==> config.mk <==
export PLATFORM = sky130hd
export DESIGN_NAME = mplier_pipe
export DESIGN_NICKNAME = d
export VERILOG_FILES = /design/src/rtl/mplier_pkg.sv /design/src/rtl/mplier_pipe_csa_tree.sv /design/src/rtl/mplier_pipe.sv
export SDC_FILE = /design/constraint.sdc
export NUM_CORES = 1
export LEC_CHECK = 0
export ABC_AREA = 0
export CAP_MARGIN = 20
export CELL_PAD_IN_SITES_DETAIL_PLACEMENT = 0
export CELL_PAD_IN_SITES_GLOBAL_PLACEMENT = 1
export CORE_MARGIN = 4
export CORE_UTILIZATION = 44
export DETAILED_ROUTE_END_ITERATION = 10
export PLACE_DENSITY_LB_ADDON = 0.12
export SKIP_LAST_GASP = 1
export SYNTH_ARGS = -nofsm -noshare
export SYNTH_HDL_FRONTEND = slang
export SYNTH_SLANG_ARGS = --single-unit
==> constraint.sdc <==
create_clock -name clk -period 4.6 [get_ports clk]
set_input_delay 0.92 -clock clk [delete_from_list [all_inputs] [get_ports clk]]
set_output_delay 0.92 -clock clk [all_outputs]
set_load 0.02 [all_outputs]
==> src/rtl/mplier_pkg.sv <==
// Shared constants and helpers for the pipelined multiplier.
package mplier_pkg;

  // Register stages between an accepted operand pair and its product.
  localparam int unsigned MPLIER_LAT = 3;

  // Width of the exact product of two width-bit operands.
  function automatic int unsigned prod_width(input int unsigned width);
    return 2 * width;
  endfunction

  // Baugh-Wooley constant for two's-complement operands: 2^width + 2^(2*width-1).
  // Returned in 64 bits; callers truncate to their product width.
  function automatic logic [63:0] bw_correction(input int unsigned width);
    logic [63:0] c;
    c = '0;
    c[width] = 1'b1;
    c[2*width-1] = 1'b1;
    return c;
  endfunction

endpackage

==> src/rtl/mplier_pipe_csa_tree.sv <==
// Combinational carry-save reduction of WIDTH partial-product rows down to two rows.
// Rows are taken three at a time through full-adder rows each level (Wallace order);
// leftover rows pass straight to the next level.
module csa_tree
  import mplier_pkg::*;
#(
  parameter int unsigned WIDTH = 8
) (
  input  logic [WIDTH-1:0][2*WIDTH-1:0] pp_i,
  output logic [2*WIDTH-1:0]            sum_o,
  output logic [2*WIDTH-1:0]            carry_o
);

  localparam int unsigned PW = prod_width(WIDTH);

  // Number of rows still present after lvl reduction levels.
  function automatic int unsigned rows_at(input int unsigned lvl);
    int unsigned n;
    n = WIDTH;
    for (int unsigned k = 0; k < lvl; k++) begin
      if (n > 2) n = (n / 3) * 2 + n % 3;
    end
    return n;
  endfunction

  function automatic int unsigned num_levels();
    int unsigned n;
    int unsigned l;
    n = WIDTH;
    l = 0;
    for (int unsigned k = 0; k < 32; k++) begin
      if (n > 2) begin
        n = (n / 3) * 2 + n % 3;
        l = l + 1;
      end
    end
    return l;
  endfunction

  localparam int unsigned Levels = num_levels();

  logic [PW-1:0] rows [Levels+1][WIDTH];

  for (genvar r = 0; r < WIDTH; r++) begin : g_in
    assign rows[0][r] = pp_i[r];
  end

  for (genvar l = 0; l < Levels; l++) begin : g_level
    localparam int unsigned NIn  = rows_at(l);
    localparam int unsigned NGrp = NIn / 3;
    localparam int unsigned NOut = rows_at(l + 1);

    for (genvar g = 0; g < NGrp; g++) begin : g_fa
      logic [PW-1:0] a, b, c, maj;
      assign a   = rows[l][3*g];
      assign b   = rows[l][3*g+1];
      assign c   = rows[l][3*g+2];
      assign maj = (a & b) | (a & c) | (b & c);
      assign rows[l+1][2*g]   = a ^ b ^ c;
      // Carry out of the top column falls off: the product is modulo 2^PW.
      assign rows[l+1][2*g+1] = {maj[PW-2:0], 1'b0};
    end

    for (genvar r = 3 * NGrp; r < NIn; r++) begin : g_pass
      assign rows[l+1][r-NGrp] = rows[l][r];
    end

    for (genvar r = NOut; r < WIDTH; r++) begin : g_zero
      assign rows[l+1][r] = '0;
    end
  end

  assign sum_o   = rows[Levels][0];
  assign carry_o = rows[Levels][1];

endmodule

==> src/rtl/mplier_pipe.sv <==
// Three-stage pipelined WIDTH x WIDTH multiplier, unsigned or two's-complement per
// transaction, with valid/ready on both sides and a single global advance.
module mplier_pipe
  import mplier_pkg::*;
#(
  parameter int unsigned WIDTH = 8
) (
  input  logic                  clk,
  input  logic                  rst,
  input  logic                  in_valid,
  output logic                  in_ready,
  input  logic [WIDTH-1:0]      mcand,
  input  logic [WIDTH-1:0]      mplier,
  input  logic                  tc,
  output logic                  out_valid,
  input  logic                  out_ready,
  output logic [2*WIDTH-1:0]    product
);

  localparam int unsigned PW = prod_width(WIDTH);
  localparam logic [PW-1:0] BwCorr = PW'(bw_correction(WIDTH));
  // Low correction bit rides in partial-product row 0 (its bit WIDTH is otherwise empty);
  // the top bit is applied after the final add as a flip of the MSB.
  localparam logic [PW-1:0] BwMsb  = {1'b1, {(PW-1){1'b0}}} & BwCorr;
  localparam logic [PW-1:0] BwRow  = BwCorr & ~BwMsb;

  logic adv;

  logic             s1_valid, s1_tc;
  logic [WIDTH-1:0] s1_mcand, s1_mplier;
  logic             s2_valid, s2_tc;
  logic [PW-1:0]    s2_sum, s2_carry;

  logic [WIDTH-1:0][PW-1:0] pp;
  logic [PW-1:0]            tree_sum, tree_carry;

  assign adv      = !out_valid || out_ready;
  assign in_ready = adv;

  // S1: capture operands and mode on acceptance; bubbles enter as valid = 0.
  always_ff @(posedge clk) begin
    if (rst) begin
      s1_valid  <= 1'b0;
      s1_tc     <= 1'b0;
      s1_mcand  <= '0;
      s1_mplier <= '0;
    end else if (adv) begin
      s1_valid <= in_valid;
      if (in_valid) begin
        s1_tc     <= tc;
        s1_mcand  <= mcand;
        s1_mplier <= mplier;
      end
    end
  end

  // Partial products; in signed mode the bits pairing exactly one operand MSB are inverted.
  always_comb begin
    pp = '0;
    for (int i = 0; i < int'(WIDTH); i++) begin
      for (int j = 0; j < int'(WIDTH); j++) begin
        pp[i][i+j] = (s1_mcand[j] & s1_mplier[i])
                   ^ (s1_tc & ((i == int'(WIDTH) - 1) != (j == int'(WIDTH) - 1)));
      end
    end
    if (s1_tc) pp[0] = pp[0] | BwRow;
  end

  csa_tree #(
    .WIDTH (WIDTH)
  ) u_csa_tree (
    .pp_i    (pp),
    .sum_o   (tree_sum),
    .carry_o (tree_carry)
  );

  // S2: register the two carry-save rows.
  always_ff @(posedge clk) begin
    if (rst) begin
      s2_valid <= 1'b0;
      s2_tc    <= 1'b0;
      s2_sum   <= '0;
      s2_carry <= '0;
    end else if (adv) begin
      s2_valid <= s1_valid;
      if (s1_valid) begin
        s2_tc    <= s1_tc;
        s2_sum   <= tree_sum;
        s2_carry <= tree_carry;
      end
    end
  end

  // S3: final carry-propagate add; tc is consumed here, so the output stage keeps no copy.
  always_ff @(posedge clk) begin
    if (rst) begin
      out_valid <= 1'b0;
      product   <= '0;
    end else if (adv) begin
      out_valid <= s2_valid;
      if (s2_valid) begin
        product <= (s2_sum + s2_carry) ^ (s2_tc ? BwMsb : '0);
      end
    end
  end

endmodule

### After elaboration in Yosys (flattened, before gate mapping)

Cells that the tools add are included.

| storage, ports and cells | value |
|---|---|
| bits in registers | 68 |
| input bits | 21 |
| output and inout port bits | 18 |
| logic and storage cells | 139 |

| cells by class | value |
|---|---|
| add/subtract/negate cells | 1 |
| multiplexer cells | 2 |
| bitwise operators | 121 |
| reduce and logical (&&, ||, !) cells | 5 |

Operators with widths:

| kind | count |
|---|---|
| bitwise AND 15 bit | 10 |
| bitwise OR 15 bit | 10 |
| bitwise XOR 16 bit | 7 |
| bitwise AND 1 bit | 64 |
| bitwise AND 9 x 10 -> 10 bit | 2 |
| adder 16 bit | 1 |
| 2-to-1 mux 16 bit | 1 |
| bitwise XOR 16 x 14 -> 16 bit | 1 |
| bitwise XOR 16 x 15 -> 16 bit | 1 |
| bitwise AND 14 x 15 -> 15 bit | 1 |
| bitwise AND 15 x 14 -> 15 bit | 1 |
| bitwise OR 15 x 10 -> 15 bit | 1 |
| bitwise OR 15 x 13 -> 15 bit | 1 |
| bitwise XOR 1 bit | 14 |
| bitwise AND 11 x 13 -> 13 bit | 1 |
| bitwise AND 12 x 13 -> 13 bit | 1 |
| bitwise XOR 12 x 13 -> 13 bit | 1 |
| bitwise AND 11 x 12 -> 12 bit | 1 |
| bitwise XOR 11 x 12 -> 12 bit | 1 |
| bitwise XOR 9 x 10 -> 10 bit | 1 |
| bitwise AND 9 bit | 1 |
| 2-to-1 mux 9 bit | 1 |
| bitwise XOR 9 bit | 1 |
| AND reduction 2 bit | 3 |
| 2 further kinds | 2 |

### Depth between registers and ports, before layout

| logic depth | value |
|---|---|
| depth in word-level cells | 15 |
| gate-level depth with buffers | 11 |
| mapped depth without buffers | 10 |

### Hierarchy

Synthesis repeated with hierarchy kept, for this count alone.

| second synthesis, totals | value |
|---|---|
| cells, all modules | 688 |
| area, all modules | 5944.5 um^2 |

Modules (own cells, without submodules):

| module | times used | cells each | area an instance (um^2) | sequential area each (um^2) |
|---|---|---|---|---|
| mplier_pipe | 1 | 472 | 3607.2 | 1381.3 |
| csa_tree | 1 | 216 | 2337.2 | 0.0 |

### Worst setup path before layout

Ideal clock, no wire load.

| timing path | value |
|---|---|
| path type | flip-flop to flip-flop |
| start point | register s1_tc |
| end point | register s2_sum[7] |
| library setup time | 0.070 ns |
| arrival time | 3.293 ns |
| data required time | 4.530 ns |
| setup slack | 1.237 ns |
| stages on the path, launching flop included | 11 |
| buffers on the path | 2 |
| clock period less this slack | 3.363 ns |
| cell sequence | dfxtp_1 > clkbuf_1 > buf_1 > xor2_1 > fa_1 > fa_1 > fa_1 > inv_1 > fa_1 > nand2_1 > a21oi_1 |

| between the ends | value |
|---|---|
| cells in the longest elaborated chain, start to end | 10 |
| elaborated cells between the ends (all ways) | 12 |
| classes of those cells | mux (1); bitwise (11) |

RTL lines:

| what | line | source |
|---|---|---|
| start, declared | mplier_pipe.sv:29 | `logic s1_valid, s1_tc;` |
| start signal, assigned | mplier_pipe.sv:50 | `s1_tc <= tc;` |
| bitwise XOR 1 bit | mplier_pipe.sv:63 | `^ (s1_tc & ((i == int'(WIDTH) - 1) != (j == int'(WIDTH) - 1)));` |
| 2-to-1 mux 9 bit | mplier_pipe.sv:66 | `if (s1_tc) pp[0] = pp[0] \| BwRow;` |
| bitwise XOR 9 bit | mplier_pipe_csa_tree.sv:59 | `assign rows[l+1][2*g] = a ^ b ^ c;` |
| bitwise XOR 9 x 10 -> 10 bit | mplier_pipe_csa_tree.sv:59 |  |
| bitwise XOR 16 bit (3 in a row) | mplier_pipe_csa_tree.sv:59 |  |
| bitwise XOR 16 bit (*) (3 in a row) | mplier_pipe_csa_tree.sv:59 |  |
| named net tree_sum[7] | mplier_pipe.sv:35 | `logic [PW-1:0] tree_sum, tree_carry;` |
| end signal, assigned | mplier_pipe.sv:88 | `s2_sum <= tree_sum;` |
| end, declared | mplier_pipe.sv:32 | `logic [PW-1:0] s2_sum, s2_carry;` |

The timed path passes the listed nets; every way through them passes the cells marked *.
A chain may end at the register's enable or synchronous reset.

### Final worst setup path

| timing path | value |
|---|---|
| start point | input port out_ready |
| end point | output port in_ready |

| between the ends | value |
|---|---|
| cells in the longest elaborated chain, start to end | 1 |

RTL lines:

| what | line | source |
|---|---|---|
| start, declared | mplier_pipe.sv:16 | `input logic out_ready,` |
| logical OR 1 bit | mplier_pipe.sv:37 | `assign adv = !out_valid \|\| out_ready;` |
| end, declared | mplier_pipe.sv:11 | `output logic in_ready,` |

No other way between the ends.

==> results.ini <==
[status]
status = finished, final reports clean

[synth]
netlist_area_sq_um = 4200
synth.net_count = 597
synth_cell_types = 38
syn-mean-instance-area_sq_um = 8.18
synthFlopType = dfxtp_1
synth_largest_type_area_fraction_pct = 30.1
yosys_register_bits = 63
synthArstFlopShare_pct = 0
synthesis.instances = 513
synth_largest_area_cell = dfxtp_1
ys.warnings.count = 0
synth-edff-count = 0
synth-seq-area-share_pct = 30.1
synth_top_cells_by_area = dfxtp_1 30%, fa_1 19%, nand2_1 13%

[drt]
routed_wire_length_per_instance_um = 13.5
number_of_routed_nets_with_antenna_violations = 0
wirelength_um = 9050
via_per_inst = 5.04
dr.first_iter.drc_count = 106
post-route-drc-count = 0
vias = 3366
drt-pass1-iter-count = 4

[global_routing]
number_of_global_route_vias_before_repair = 3501
grt_pass1_wl_um = 16400
grtUsageTotal_pct = 18.2
antenna_found_initial = 0
grt_overflow_total = 0
grt_max_degree = 68

[timing]
slew_headroom_pct = 36.8
tightest_hold_margin_ns = 0.456
post-route-period-util_pct = 72.5
final.min_clock_period_ns = 3.33
timing.fmax_mhz = 300
hold_violations = 0
unrepaired_setup_endpoints_after_global_routing = no
maxSlewViolCount = 0
setup_tns_ns = 0
tightest_slew_ns = 0.946
fin_worst_skew_ns = 0.00982
setup_violations = 0

[critical_path]
cp_slowest_cell = clkdlybuf4s50_1
critPathMaxStageDelay_ns = 0.62
critPathMostFrequentCell = clkdlybuf4s50_1
worstPathArrival_ns = 2.41
critPathLaunchType = input pin
path_max_fanout = 7
crit_family = buffers and inverters
reg2reg_depth = 9
worst_path_cell_chain = clkdlybuf4s50_1, nor2b_1, clkinv_1, clkdlybuf4s50_1
setup.worst_path.end_class = output pin
worst-endpoint-required_ns = 3.68
worst-path-buf-inv = 3
critical_path_class = input pin to output pin
number_of_cells_on_the_critical_path = 4

[clock_network]
cts_made_buffers = 9
clock_path_buffers = 2
postCtsSetupBuffers = 0
cts.sink_count = 63
tritoncts = done
cts_root_buf = clkbuf_8
worstSkewPairLatency_ns = 0.35
cts.htree.levels = 3
post_cts.resized_instances = 0
clk_pin_slew_ns = 0.07
cts-hold-fix-buffers = 0

[die]
effective_utilization_at_floorplan_pct = 45.4
io_pins = 39
placeableCoreArea_sq_um = 9240
row_count = 35
die_y_um = 106
die_area_sq_um = 11200
die_width_um = 106

[placed_design]
gp_congestion = 0.818
hpwlAfterDp_um = 6520
place.port_buffers = 38

[layout]
syn2layout_area_growth_pct = 15.8
antennaDiodeCount = 0
final_util_pct = 52.6
layout-drive-gt1-share_pct = 4.08
final_net_count = 618

[power]
irDropWorstVdd_uv = 205
p_leak_uw = 0.00195
design_power_total_uw = 1310
power_density_cells_nw_per_um2 = 270

[hold_path]
whs_path_depth = 2
hp-class = register to register

[flow_run]
maxCapViolCount = 0

tightest hold or removal path: cells and delay by family, from the launching register on:
kind	cells	cell delay, ns
AO/OA/AOI/OAI	1	0.05
AND/OR/NAND/NOR	1	0.05
flip-flops	1	0.31
metal layers:
| layer | GRT usage, % | routed length [um] | share of wire [%] |
|---|---|---|---|
| met5 | 0 | 0 | 0 |
| met2 | 30.7 | 4400 | 49 |
| met4 | 5.92 | 195 | 2.2 |
| met3 | 3.92 | 278 | 3.1 |
| met1 | 23.2 | 4180 | 46 |
cell type report:
class	count	area, sq um
multi-input combinational	380	2670
clock inverter	6	92.6
clock buffer	10	138
inverter	40	150
fill	908	4380
tap	129	161
sequential	63	1260
timing repair buffer	40	390
state kept, by name, summed over array words and instances, names as in the netlist:
signal / cells
s1_tc: 1
s2_tc: 1
s1_valid: 1
s1_mplier: 8
s2_valid: 1
s2_carry: 11
out_valid: 1
s2_sum: 15
s1_mcand: 8
product: 16
worst paths after layout:
| path | startpoint | to | slack (ns) |
|---|---|---|---|
| worst max-delay path | out_ready | in_ready | 1.27 |
| worst min-delay path | product[2] | product[2] | 0.46 |
| worst max register to register | s1_mcand[7] | s2_sum[7] | 1.53 |
| worst min register to register | product[2] | product[2] | 0.46 |
per-stage QoR:
step,worst slack [ns],instances,instance area (sq um)
3_5_place_dp,1.26,652,4630
6_report,1.27,668,4860
2_1_floorplan,1.24,513,4200
4_1_cts,1.26,668,4860
3_3_place_gp,1.27,652,4630
5_1_grt,1.17,668,4860
Yosys cell counts (all sizes together) (2+ instances only):
| library cell | number |
|---|---|
| nor3 | 4 |
| xor2 | 8 |
| ha | 24 |
| nand4 | 2 |
| o31a | 2 |
| a211oi | 4 |
| clkbuf | 24 |
| fa | 39 |
| inv | 39 |
| nand3 | 6 |
| nor2b | 2 |
| nor2 | 12 |
| or4 | 3 |
| and2 | 32 |
| nor4b | 3 |
| a21oi | 59 |
| dfxtp | 63 |
| mux2i | 2 |
| nand2 | 146 |
| a31oi | 2 |
| o21ai | 11 |
| xnor2 | 7 |
| buf | 6 |
cells in the final DEF, fill, tap and decap left out, types with 7 or more instances in the layout:
cell | synthesis | final
dfxtp_1 | 63 | 63
fa_1 | 39 | 39
o21ai_0 | 11 | 11
inv_1 | 39 | 39
clkbuf_8 | 0 | 10
xor2_1 | 8 | 8
ha_1 | 24 | 24
nand2_1 | 146 | 146
clkdlybuf4s50_1 | 0 | 37
xnor2_1 | 7 | 7
a21oi_1 | 59 | 59
and2_1 | 32 | 32
nor2_1 | 12 | 12
where the power goes:
group	switching (uW)	leakage, uW	internal [uW]
logic	94.9	0.00133	68.8
registers	25.5	0.000512	563
clock network	240	0.000109	323
kinds of logic (layout without fill, tap and decap cells):
family / Yosys count / count (layout) / share of synthesized area, %
flip-flops: 63 / 63 / 30.1
buffers and inverters: 70 / 96 / 6.38
XOR/XNOR: 15 / 15 / 3.13
multiplexers: 2 / 2 / 0.477
AO/OA/AOI/OAI: 84 / 84 / 11.0
adder cells (fa/ha/maj): 63 / 63 / 25.8
AND/OR/NAND/NOR: 216 / 216 / 23.1
(Power assumes the default switching activity.)
